[config.mk]
export PLATFORM = sky130hd
export DESIGN_NAME = candidate_packer
export DESIGN_NICKNAME = d
export VERILOG_FILES = /design/src/rtl/hash_breaker_pkg.sv /design/src/rtl/pipe_reg.sv /design/src/rtl/candidate_packer.sv
export SDC_FILE = /design/constraint.sdc
export NUM_CORES = 1
export LEC_CHECK = 0
export ABC_AREA = 1
export CAP_MARGIN = 0
export CORE_AREA = 10 10 258 260
export DETAILED_ROUTE_END_ITERATION = 8
export DIE_AREA = 0 0 268 270
export HOLD_SLACK_MARGIN = 0.06
export PLACE_DENSITY = 0.55
export SLEW_MARGIN = 20
export SYNTH_ARGS = -nofsm -noshare
export SYNTH_HDL_FRONTEND = slang
export SYNTH_SLANG_ARGS = --single-unit
[constraint.sdc]
create_clock -name clk -period 8.9 [get_ports clk]
set_input_delay 2.225 -clock clk [delete_from_list [all_inputs] [get_ports clk]]
set_output_delay 2.225 -clock clk [all_outputs]
set_load 0.05 [all_outputs]
[src/rtl/hash_breaker_pkg.sv]
// rtl/hash_breaker_pkg.sv - shared constants for the hash-breaker block formatting path
package hash_breaker_pkg;

    localparam int         BLOCK_BITS  = 512;
    localparam int         BLOCK_BYTES = BLOCK_BITS / 8;
    localparam logic [7:0] PAD_BYTE    = 8'h80;
    localparam int         LEN_OFFSET  = 56;

endpackage

[src/rtl/pipe_reg.sv]
// rtl/pipe_reg.sv - one valid/ready pipeline register slice, parameterised by data width
module pipe_reg #(
    parameter int W = 8
) (
    input  logic         clk,
    input  logic         reset,
    input  logic [W-1:0] in_data_i,
    input  logic         in_valid_i,
    output logic         in_ready_o,
    output logic [W-1:0] out_data_o,
    output logic         out_valid_o,
    input  logic         out_ready_i
);

    logic         valid_q, valid_d;
    logic [W-1:0] data_q, data_d;
    logic         load;

    // The slice can take new data when empty or when its content leaves this cycle.
    assign in_ready_o = !reset && (!valid_q || out_ready_i);
    assign load       = in_valid_i && in_ready_o;

    always_comb begin
        valid_d = valid_q;
        data_d  = data_q;
        if (load) begin
            valid_d = 1'b1;
            data_d  = in_data_i;
        end else if (out_ready_i) begin
            valid_d = 1'b0;
        end
    end

    always_ff @(posedge clk) begin
        if (reset) begin
            valid_q <= 1'b0;
            data_q  <= '0;
        end else begin
            valid_q <= valid_d;
            data_q  <= data_d;
        end
    end

    assign out_data_o  = data_q;
    assign out_valid_o = valid_q;

endmodule

[src/rtl/candidate_packer.sv]
// rtl/candidate_packer.sv - pads one candidate into a 512-bit hash block; BIG_ENDIAN_LEN_EN selects big-endian length
module candidate_packer
    import hash_breaker_pkg::*;
#(
    parameter int MAX_LEN = 16,
    parameter int ID_W    = 32
) (
    input  logic                  clk,
    input  logic                  reset,
    input  logic [8*MAX_LEN-1:0]  chars,
    input  logic                  in_valid,
    output logic                  in_ready,
    output logic [BLOCK_BITS-1:0] block,
    output logic [ID_W-1:0]       cand_id,
    output logic                  out_valid,
    input  logic                  out_ready
);

    localparam int S1_W      = 8*MAX_LEN + 6 + ID_W;
    localparam int S2_W      = BLOCK_BITS + ID_W;
    localparam int CHAR_BITS = LEN_OFFSET * 8;

    logic [ID_W-1:0]      id_q, id_d;
    logic [5:0]           len_c;
    logic                 accept;

    logic [S1_W-1:0]      s1_data;
    logic                 s1_valid;
    logic                 s2_in_ready;
    logic [8*MAX_LEN-1:0] s1_chars;
    logic [5:0]           s1_len;
    logic [ID_W-1:0]      s1_id;

    logic [CHAR_BITS-1:0] chars_ext;
    logic [63:0]          bit_len;
    logic [BLOCK_BITS-1:0] block_c;
    logic [S2_W-1:0]      s2_data;

    // Scanning downward leaves the lowest zero position, i.e. the first terminator.
    always_comb begin
        len_c = 6'(MAX_LEN);
        for (int i = MAX_LEN - 1; i >= 0; i--) begin
            if (chars[8*i +: 8] == 8'h00) begin
                len_c = 6'(i);
            end
        end
    end

    assign accept = in_valid && in_ready;
    assign id_d   = id_q + ID_W'(accept);

    always_ff @(posedge clk) begin
        if (reset) begin
            id_q <= '0;
        end else begin
            id_q <= id_d;
        end
    end

    pipe_reg #(.W(S1_W)) u_stage1 (
        .clk         (clk),
        .reset       (reset),
        .in_data_i   ({id_q, len_c, chars}),
        .in_valid_i  (in_valid),
        .in_ready_o  (in_ready),
        .out_data_o  (s1_data),
        .out_valid_o (s1_valid),
        .out_ready_i (s2_in_ready)
    );

    assign s1_chars = s1_data[8*MAX_LEN-1:0];
    assign s1_len   = s1_data[8*MAX_LEN +: 6];
    assign s1_id    = s1_data[S1_W-1 -: ID_W];

    assign chars_ext = CHAR_BITS'(s1_chars);
    assign bit_len   = {55'd0, s1_len, 3'b000};

    // Bytes past the terminator are dropped here, so trailing junk never reaches the block.
    always_comb begin
        block_c = '0;
        for (int j = 0; j < LEN_OFFSET; j++) begin
            if (6'(j) < s1_len) begin
                block_c[8*j +: 8] = chars_ext[8*j +: 8];
            end else if (6'(j) == s1_len) begin
                block_c[8*j +: 8] = PAD_BYTE;
            end
        end
        for (int k = 0; k < 8; k++) begin
`ifdef BIG_ENDIAN_LEN_EN
            block_c[8*(BLOCK_BYTES-1-k) +: 8] = bit_len[8*k +: 8];
`else
            block_c[8*(LEN_OFFSET+k) +: 8] = bit_len[8*k +: 8];
`endif
        end
    end

    pipe_reg #(.W(S2_W)) u_stage2 (
        .clk         (clk),
        .reset       (reset),
        .in_data_i   ({s1_id, block_c}),
        .in_valid_i  (s1_valid),
        .in_ready_o  (s2_in_ready),
        .out_data_o  (s2_data),
        .out_valid_o (out_valid),
        .out_ready_i (out_ready)
    );

    assign block   = s2_data[BLOCK_BITS-1:0];
    assign cand_id = s2_data[S2_W-1 -: ID_W];

endmodule
==> metrics.txt, run 1 <==
Yosys warning total 0; placement row count just over 90; TritonCTS clock tree done; class of the tightest hold or removal check reg2reg; amount of wire on met3 after detailed routing 4870 um; Power Total about 4.2 mW; Primary FF master, synth sky130_fd_sc_hd__dfxtp_1; period utilization 0.731; biggest area contributors in the synthesized netlist sky130_fd_sc_hd__dfxtp_1 45%, sky130_fd_sc_hd__buf_4 16%, sky130_fd_sc_hd__nand2_1 11%; wire length of the first global-routing pass 85600 um; x dimension of the die 268 um; total gr overflow 0; Critical Setup Path Class in2out; worst slack at placement between 2 and 2.5 ns; Async S/R FF share, synth 0; maximum VDD drop approximately 0.12 mV; startpoint type of the worst setup path input port; count of pins on the block boundary 678; Resized Gates After CTS 0; slew at the pin with the worst max-slew slack 0.990 ns; highest clock rate 154 MHz; most common cell after layout, fill and taps aside sky130_fd_sc_hd__nand2_1; unrepaired setup endpoints after global routing false; portion of synthesized cell area occupied by the leading cell type 0.454; run status finished, final reports clean; buffer levels on the longest clock path 3; post-synthesis area per instance just under 8 um^2; per-cell via count in the routed design 4.31; DRT Wirelength 57600 um; post-synthesis sequential area ratio 0.454; final HPWL from detailed placement 43100 um; 1st-iter DRT viols 851; detailed-routing wirelength on met1 23800 um; initial core utilization 0.274; clock tree skew after final layout around 0.017 ns; post-CTS setup buffer count 0; count of final max-slew check failures 0; Clock transition at path regs around 0.06 ns; via total after detailed routing approximately 14k; Design Area, Final a little over 20000 um^2; overall global routing resource usage 0.151; placed cell area 19200 um^2; Routed Antenna Nets 0; count of port buffers added during placement 314; count of cell types in the netlist 42; diode insertion count for antenna repair 0; share of cells above drive strength 1 0.0449; setup TNS 0 ns; number of flops mapped to enable cells by yosys 0; setup violation total in the final timing report 0; H-tree depth 2; Wirelength per Cell 17.8 um; clk root buf sky130_fd_sc_hd__clkbuf_16; worst path arrival time 4.28 ns; number of clock sinks seen by CTS 380; highest-count cells in the layout ignoring fill and taps 470 x sky130_fd_sc_hd__nand2_1, 380 x sky130_fd_sc_hd__dfxtp_1, 363 x sky130_fd_sc_hd__conb_1; synthesized cell area 16800 um^2; Pleak 8.41 nW; Num CTS Buffers 45; peak fanout along the critical path around 120; number of storage elements in the synthesis netlist 380; uppermost routed layer met4; layout net count 2556; number of antenna violations at the first check in global routing 2; CTS Hold Bufs 0; max capacitance violation total 0; area growth from synthesis to final layout 23.3%; final weighted congestion in routability-driven placement 0.824; length of the first detailed-routing pass in iterations 5; Fin. Hold Viols 0; worst slew margin relative to its limit 0.340; Floorplan Core Area 61300 um^2; minimum setup slack in the final design 2.39 ns; nature of the critical path endpoint output pin; number of global-route vias before repair 13.9k; largest net degree at the start of global routing 118; Die Y-Extent 270 um; total DRC errors in the routed layout 0; number of standard cells after synthesis 2161; die area ~72000 um^2; Yosys top cell by area sky130_fd_sc_hd__dfxtp_1; data required time of the critical path 6.68 ns; clock period minus worst slack between 6 and 7 ns; Detail Route met2 WL approximately 28000 um; clock insertion delay at the later pin of the skew report roughly 0.57 ns; Pwr per Cell Area 204 nW/um^2
[synthesized netlist by cell type (3+ instances only)]
cell                       number
sky130_fd_sc_hd__clkinv_1       3
sky130_fd_sc_hd__buf_2          7
sky130_fd_sc_hd__nand2_1      471
sky130_fd_sc_hd__inv_1         91
sky130_fd_sc_hd__nor2_1        84
sky130_fd_sc_hd__buf_1         22
sky130_fd_sc_hd__nand2_2        3
sky130_fd_sc_hd__nor2_4         4
sky130_fd_sc_hd__o22ai_1        3
sky130_fd_sc_hd__nand4_1        7
sky130_fd_sc_hd__clkbuf_1      83
sky130_fd_sc_hd__o21ai_0      196
sky130_fd_sc_hd__nor3_1        19
sky130_fd_sc_hd__a32oi_1        9
sky130_fd_sc_hd__buf_4        363
sky130_fd_sc_hd__o31ai_1       16
sky130_fd_sc_hd__inv_2          4
sky130_fd_sc_hd__nand3_1      248
sky130_fd_sc_hd__xor2_1         3
sky130_fd_sc_hd__nor4_1        29
sky130_fd_sc_hd__o21ai_1        6
sky130_fd_sc_hd__nor2_2         5
sky130_fd_sc_hd__a31oi_1        5
sky130_fd_sc_hd__dfxtp_1      380
sky130_fd_sc_hd__a21oi_1       74
sky130_fd_sc_hd__nand3_2        5
[report_power, final]
part / internal (mW) / switching (mW)
Combinational: 0.0999 / 0.526
Clock: 1.07 / 0.744
Sequential: 1.75 / 0.0212
Total: 2.92 / 1.29
[cell families (layout without fill, tap and decap cells)]
logic type | count (synthesis) | in the layout | synth area share
AOI/OAI and AO/OA | 320 | 320 | 0.103
xor gates and xnor gates | 3 | 3 | 0.00157
adders and majority gates | 2 | 2 | 0.00149
buffers and inverters | 574 | 501 | 0.211
DFF | 380 | 380 | 0.454
other | 1 | 363 | 0.000224
and+or+nand+nor | 881 | 881 | 0.230
[sequential cells by signal (all words and copies together), names as in the netlist]
signal and cells:
u_stage1.out_data_o 165, u_stage1.out_valid_o 1, u_stage2.out_valid_o 1, id_q 32
u_stage2.out_data_o 181
[routing by layer]
layer / vias to the layer above / GRT usage
met4: 0 / 0.0367
met1: 6567 / 0.179
met5: - / 0
met2: 444 / 0.261
li1: 6887 / -
met3: 72 / 0.0471
[critical path: stages]
cell	delay [ns]
sky130_fd_sc_hd__buf_4	0.14
sky130_fd_sc_hd__inv_8	0.44
sky130_fd_sc_hd__nand2_1	0.25
sky130_fd_sc_hd__a21oi_1	0.31
sky130_fd_sc_hd__clkdlybuf4s50_1	0.89
[final timing paths]
check | from | endpoint | slack [ns] | depth (start not counted)
min reg2reg | u_stage1.out_data_o[84] | u_stage1.out_data_o[84] | 0.45 | 2
max | reset | in_ready | 2.39 | 5
max reg2reg | u_stage2.out_valid_o | id_q[26] | 5.41 | 23
min | u_stage1.out_data_o[84] | u_stage1.out_data_o[84] | 0.45 | 2
[metrics by stage]
step           hold WS [ns]  cells   util
2_1_floorplan         0.425   2523      -
3_3_place_gp          0.440   3164  0.314
6_report              0.453   3240  0.338
5_1_grt               0.473   3240  0.338
4_1_cts               0.454   3239  0.337
3_5_place_dp          0.445   3164  0.314
[layout make-up]
type                    instances  area [um^2]
clock buffers                  61         1250
clock inverters                14          184
fillers                      6456        40600
inverters                      99          394
multi-input cells            1569         7010
flip-flops and latches        380         7610
well taps                     790          988
repair buffers                327         3260
(Power assumes the default switching activity.)
==> run 2, diff against run 1 <==
--- a/config.mk
+++ b/config.mk
@@ -7,11 +7,11 @@
 export LEC_CHECK = 0
 export ABC_AREA = 1
 export CAP_MARGIN = 0
-export CORE_AREA = 10 10 258 260
+export CORE_AREA = 10 10 256 258
 export DETAILED_ROUTE_END_ITERATION = 8
-export DIE_AREA = 0 0 268 270
+export DIE_AREA = 0 0 266 268
 export HOLD_SLACK_MARGIN = 0.06
-export PLACE_DENSITY = 0.55
+export PLACE_DENSITY = 0.58
 export SLEW_MARGIN = 20
 export SYNTH_ARGS = -nofsm -noshare
 export SYNTH_HDL_FRONTEND = slang
==> constraint.sdc (replaced) <==
create_clock -name clk -period 5.2 [get_ports clk]
set_input_delay 1.3 -clock clk [delete_from_list [all_inputs] [get_ports clk]]
set_output_delay 1.3 -clock clk [all_outputs]
set_load 0.05 [all_outputs]
==> metrics.txt, run 2 (synthesized netlist as in run 1, its figures left out) <==
run status finished, final reports clean; buffer levels on the longest clock path 3; post-CTS setup buffer count 0; most common cell after layout, fill and taps aside sky130_fd_sc_hd__nand2_1; data required time of the critical path about 5.7 ns; maximum VDD drop 0.192 mV; startpoint of the worst hold path u_stage1.out_data_o[165]; worst flop-to-flop path endpoint id_q[26]; Resized Gates After CTS 0; clock period minus worst slack 4.08 ns; peak fanout along the critical path 30; count of final max-slew check failures 0; Final Hold Slack 0.452 ns; Num CTS Buffers 45; x dimension of the die 266 um; clock insertion delay at the later pin of the skew report 0.57 ns; class of the tightest hold or removal check reg2reg; total DRC errors in the routed layout 0; slowest cell on the critical path sky130_fd_sc_hd__clkdlybuf4s50_1; Critical Setup Path Class in2reg; Pwr per Cell Area 352 nW/um^2; largest net degree at the start of global routing roughly 110; max capacitance violation total 0; TritonCTS clock tree done; clock tree skew after final layout 0.0203 ns; period utilization 0.785; number of global-route vias before repair approximately 13k; total gr overflow 0; startpoint of the lowest-slack register-to-register path u_stage2.out_valid_o; utilization of the core after routing 0.345; count of port buffers added during placement 314; Pleak approximately 8.4 nW; startpoint type of the worst setup path input port; wire length of the first global-routing pass a little over 80000 um; per-cell via count in the routed design 4.23; number of fill cells in the layout 6467; nature of the critical path endpoint register; setup violation total in the final timing report 0; placement row count 90; Clock transition at path regs 0.06 ns; diode insertion count for antenna repair 0; length of the first detailed-routing pass in iterations 5; Die Y-Extent 268 um; count of pins on the block boundary 678; highest clock rate 245 MHz; H-tree depth 2; Design Area, Final ~21000 um^2; non-filler cells in the finished layout 3237; CTS Hold Bufs 0; DRT Wirelength 56900 um; Wirelength per Cell 17.6 um; 1st-iter DRT viols just over 900; setup TNS 0 ns; placed instance count between 3k and 4k; layout net count 2556; worst path arrival time ~4.6 ns; Routed Antenna Nets 0; max FFs per register 181; worst slew margin relative to its limit 0.305; highest-count cells in the layout ignoring fill and taps 470 x sky130_fd_sc_hd__nand2_1, 380 x sky130_fd_sc_hd__dfxtp_1, 363 x sky130_fd_sc_hd__conb_1; cell repeated most along the worst path sky130_fd_sc_hd__nor2_4; unrepaired setup endpoints after global routing false; overall global routing resource usage 0.148; Fin. Hold Viols 0; Worst Setup SP out_ready; number of clock sinks seen by CTS 380; worst stage delay on the critical path 0.48 ns; die area 71300 um^2; placed cell area 19200 um^2; final HPWL from detailed placement roughly 42000 um; number of antenna violations at the first check in global routing 0; via total after detailed routing around 14k; slew at the pin with the worst max-slew slack between 1 and 1.5 ns; area growth from synthesis to final layout 23.7%; Floorplan Core Area 60100 um^2; share of cells above drive strength 1 0.0477; setup slack of the most critical reg-to-reg path 2.05 ns; final weighted congestion in routability-driven placement 0.777; depth of the worst register-to-register path 23; clk root buf sky130_fd_sc_hd__clkbuf_16; timing endpoint of the critical path id_q[26]; initial core utilization 0.279
[run 2: cell types whose count changed in the layout (fill, tap and decap cells not counted)]
| cell | delta |
|---|---|
| sky130_fd_sc_hd__inv_6 | +4 |
| sky130_fd_sc_hd__buf_12 | +2 |
| sky130_fd_sc_hd__clkbuf_16 | +2 |
| sky130_fd_sc_hd__clkbuf_8 | +2 |
| sky130_fd_sc_hd__inv_16 | -2 |
| sky130_fd_sc_hd__buf_16 | -1 |
| sky130_fd_sc_hd__clkbuf_1 | -1 |
| sky130_fd_sc_hd__clkdlybuf4s50_1 | -1 |
| sky130_fd_sc_hd__clkinv_2 | +1 |
| sky130_fd_sc_hd__clkinv_4 | -1 |
[run 2: layer usage]
layer  track usage  vias up  routed length [um]
li1              -     6892                   -
met4        0.0426        0                1150
met3        0.0441       64                4510
met5             0        -                   0
met2         0.254      423               27800
met1         0.175     6308               23400
[run 2: critical path: cells and delay by family]
kind            cells  cell delay (ns)
fa+ha+maj           2             0.42
simple gates       16             1.54
compound gates      2             0.43
buf+inv             5             0.88
[run 2: through the flow]
stage                     setup slack, ns  power, mW
final                                1.12       7.30
after global routing                0.771       7.59
after CTS                            1.11       7.41
after detailed placement            0.522       4.16
after global placement              0.578       4.15
after floorplan                     0.151       4.12
[run 2: area by class of cell]
| type | instances | area, um^2 | share of cell area |
|---|---|---|---|
| Clock buffer | 64 | 1320 | 0.0636 |
| Clock inverter | 16 | 175 | 0.00845 |
| Inverter | 99 | 394 | 0.0190 |
| Multi-Input combinational cell | 1569 | 7010 | 0.338 |
| Sequential cell | 380 | 7610 | 0.367 |
| Tap cell | 782 | 978 | 0.0472 |
| Timing Repair Buffer | 327 | 3260 | 0.157 |
[run 2: worst min-delay path by stage]
stage | endpoint | slack, ns | depth (start not counted)
floorplan | u_stage1.out_data_o[165] | 0.42 | 2
global placement | u_stage2.out_data_o[532] | 0.44 | 2
detailed placement | u_stage1.out_data_o[87] | 0.44 | 2
CTS | u_stage1.out_data_o[87] | 0.45 | 2
global route | u_stage1.out_data_o[111] | 0.48 | 2
finish | u_stage1.out_data_o[165] | 0.45 | 2
[run 2: power breakdown]
group          switching [mW]  internal (mW)
Combinational           0.895          0.171
Sequential             0.0353           3.00
Clock                    1.28           1.92
Total                    2.21           5.09
==> run 3, diff against run 2 <==
--- a/config.mk
+++ b/config.mk
@@ -7,11 +7,11 @@
 export LEC_CHECK = 0
 export ABC_AREA = 1
 export CAP_MARGIN = 0
-export CORE_AREA = 10 10 256 258
+export CORE_AREA = 10 10 259 261
 export DETAILED_ROUTE_END_ITERATION = 8
-export DIE_AREA = 0 0 266 268
+export DIE_AREA = 0 0 269 271
 export HOLD_SLACK_MARGIN = 0.06
-export PLACE_DENSITY = 0.58
+export PLACE_DENSITY = 0.55
 export SLEW_MARGIN = 20
 export SYNTH_ARGS = -nofsm -noshare
 export SYNTH_HDL_FRONTEND = slang
==> constraint.sdc (replaced) <==
create_clock -name clk -period 4.1 [get_ports clk]
set_input_delay 1.025 -clock clk [delete_from_list [all_inputs] [get_ports clk]]
set_output_delay 1.025 -clock clk [all_outputs]
set_load 0.05 [all_outputs]
==> metrics.txt, run 3 (synthesized netlist as in run 1, its figures left out) <==
sequential power share 0.422; slowest cell on the critical path sky130_fd_sc_hd__clkdlybuf4s50_1; most common cell after layout, fill and taps aside sky130_fd_sc_hd__nand2_1; peak fanout along the critical path 4; total gr overflow 0; highest clock rate 283 MHz; class of the tightest hold or removal check reg2reg; Wirelength per Cell 17.3 um; Num CTS Buffers between 40 and 50; share of cells above drive strength 1 0.0476; CP Buf/Inv Count 5; Fin. Hold Viols 0; peak-usage layer in the global routing report met2; wire length of the first global-routing pass 84700 um; Resized Gates After CTS 0; Hold Crit Endpoint u_stage1.out_data_o[86]; Critical Setup Path Class in2reg; met3 track demand over resource 0.0433; layout net count 2559; setup violation total in the final timing report 0; startpoint type of the worst setup path input port; met1 GRT Util 0.172; DRT Wirelength 57100 um; cell repeated most along the worst path sky130_fd_sc_hd__nor2_4; met2 usage in global routing 0.254; nature of the critical path endpoint register; maximum VDD drop between 0.2 and 0.3 mV; worst stage delay on the critical path 0.45 ns; overall global routing resource usage 0.149; share of total power in the clock network 0.429; max FFs per register 181; switching part of the total 0.307; run status finished, final reports clean; worst flop-to-flop path endpoint id_q[26]; number of cells on the critical path 25; max capacitance violation total 0; count of final max-slew check failures 0; internal power consumption 6.33 mW; initial core utilization 0.272; 1st-iter DRT viols 821; startpoint of the lowest-slack register-to-register path u_stage2.out_valid_o; length of the first detailed-routing pass in iterations 5; largest net degree at the start of global routing 201; final weighted congestion in routability-driven placement 0.784; utilization of the core after routing 0.338; data required time of the critical path 4.60 ns; post-CTS setup buffer count 0; setup slack of the most critical reg-to-reg path 1.15 ns; worst slew margin relative to its limit 0.335; startpoint of the worst hold path u_stage1.out_data_o[86]; placement row count 91; H-tree depth 2; number of cells traversed by the worst hold path 2; clock insertion delay at the later pin of the skew report 0.58 ns; worst path arrival time ~4 ns; count of port buffers added during placement 314; number of global-route vias before repair 14.0k; period utilization 0.860; Switching Power roughly 2.8 mW; total DRC errors in the routed layout 0; Floorplan Core Area 61600 um^2; via total after detailed routing 13.9k; x dimension of the die ~270 um; Comb power frac 0.149; clock period minus worst slack roughly 3.5 ns; slew at the pin with the worst max-slew slack 0.998 ns; minimum setup slack in the final design around 0.57 ns; TritonCTS clock tree done; Pwr per Cell Area 438 nW/um^2; Top Family by Delay on Critical Path simple AND/OR/NAND/NOR gates; Die Y-Extent roughly 270 um; die area 72900 um^2; per-cell via count in the routed design approximately 4.2; area growth from synthesis to final layout 24.2%; worst slack at placement -0.000949 ns; Routed Antenna Nets 0; unrepaired setup endpoints after global routing false; depth of the worst register-to-register path 23; number of clock sinks seen by CTS 380; final HPWL from detailed placement 42300 um; highest-count cells in the layout ignoring fill and taps 470 x sky130_fd_sc_hd__nand2_1, 380 x sky130_fd_sc_hd__dfxtp_1, 363 x sky130_fd_sc_hd__conb_1; clock tree skew after final layout between 0.015 and 0.02 ns; Power Total about 9.1 mW; buffer levels on the longest clock path 3; Pleak roughly 8.4 nW; number of antenna violations at the first check in global routing 0; count of pins on the block boundary ~680; CTS Hold Bufs 0; Clock transition at path regs about 0.06 ns; clk root buf sky130_fd_sc_hd__clkbuf_16
-- run 3: cell count changes in the layout (fill, tap and decap cells not counted), moves of 2 or more --
cell and delta:
sky130_fd_sc_hd__buf_12 +2, sky130_fd_sc_hd__clkbuf_1 +4, sky130_fd_sc_hd__clkbuf_16 -2, sky130_fd_sc_hd__inv_6 -4
sky130_fd_sc_hd__buf_4 +2
-- run 3: power groups by stage --
| stage | Combinational, mW | Sequential [mW] | Clock, mW |
|---|---|---|---|
| 2_1_floorplan | 1.26 | 3.97 | 0 |
| 3_3_place_gp | 1.34 | 3.93 | 0 |
| 3_5_place_dp | 1.35 | 3.93 | 0 |
| 4_1_cts | 1.35 | 3.85 | 4.05 |
| 5_1_grt | 1.45 | 3.86 | 4.21 |
| 6_report | 1.36 | 3.85 | 3.92 |
-- run 3: how the worst max path moves through the flow --
| stage | to | slack, ns | from |
|---|---|---|---|
| 2_1_floorplan | id_q[26] | 0.03 | reset |
| 3_3_place_gp | id_q[24] | 0.08 | out_ready |
| 3_5_place_dp | id_q[26] | -0.0009 | out_ready |
| 4_1_cts | id_q[26] | 0.60 | out_ready |
| 5_1_grt | id_q[26] | 0.28 | out_ready |
| 6_report | id_q[26] | 0.57 | out_ready |
-- run 3: worst reg2reg max path, stage by stage (launching register included) --
cell and delay [ns]:
sky130_fd_sc_hd__dfxtp_1 0.34, sky130_fd_sc_hd__nand2_1 0.10, sky130_fd_sc_hd__nand2_1 0.11, sky130_fd_sc_hd__a21oi_4 0.24, sky130_fd_sc_hd__nand2_8 0.09, sky130_fd_sc_hd__inv_6 0.08
sky130_fd_sc_hd__ha_1 0.18, sky130_fd_sc_hd__ha_1 0.19, sky130_fd_sc_hd__nand2_2 0.08, sky130_fd_sc_hd__nor2_2 0.13, sky130_fd_sc_hd__nand2_2 0.09, sky130_fd_sc_hd__nor2_4 0.11
sky130_fd_sc_hd__nand2_2 0.08, sky130_fd_sc_hd__inv_2 0.08, sky130_fd_sc_hd__nand3_4 0.08, sky130_fd_sc_hd__nor2_4 0.10, sky130_fd_sc_hd__nand3_2 0.10, sky130_fd_sc_hd__nor2_4 0.12
sky130_fd_sc_hd__nand3_2 0.09, sky130_fd_sc_hd__nor2_4 0.15, sky130_fd_sc_hd__nand2_4 0.09, sky130_fd_sc_hd__clkinv_4 0.06, sky130_fd_sc_hd__nand4_2 0.08, sky130_fd_sc_hd__a21oi_2 0.13
-- run 3: cell type report --
type                    instances  area (um^2)
well taps                     837         1050
diodes                          1         2.50
flip-flops and latches        380         7610
clock inverters                13          158
multi-input cells            1569         7030
repair buffers                331         3320
fillers                      6559        40800
inverters                      99          394
clock buffers                  66         1280
-- run 3: routing by layer --
layer	up-vias	part of all wire	wire length [um]
met5	-	0	0
met4	0	0.032	1800
met3	100	0.083	4720
met2	467	0.48	27500
met1	6455	0.41	23200
li1	6901	-	-
-- run 3: metrics by stage --
step	setup TNS (ns)	instance area (um^2)	hold WS, ns	cells
3_3_place_gp	0	19400	0.441	3216
5_1_grt	0	20800	0.469	3295
2_1_floorplan	0	18200	0.425	2523
6_report	0	20800	0.451	3296
3_5_place_dp	-0.000949	19400	0.445	3216
4_1_cts	0	20800	0.453	3295
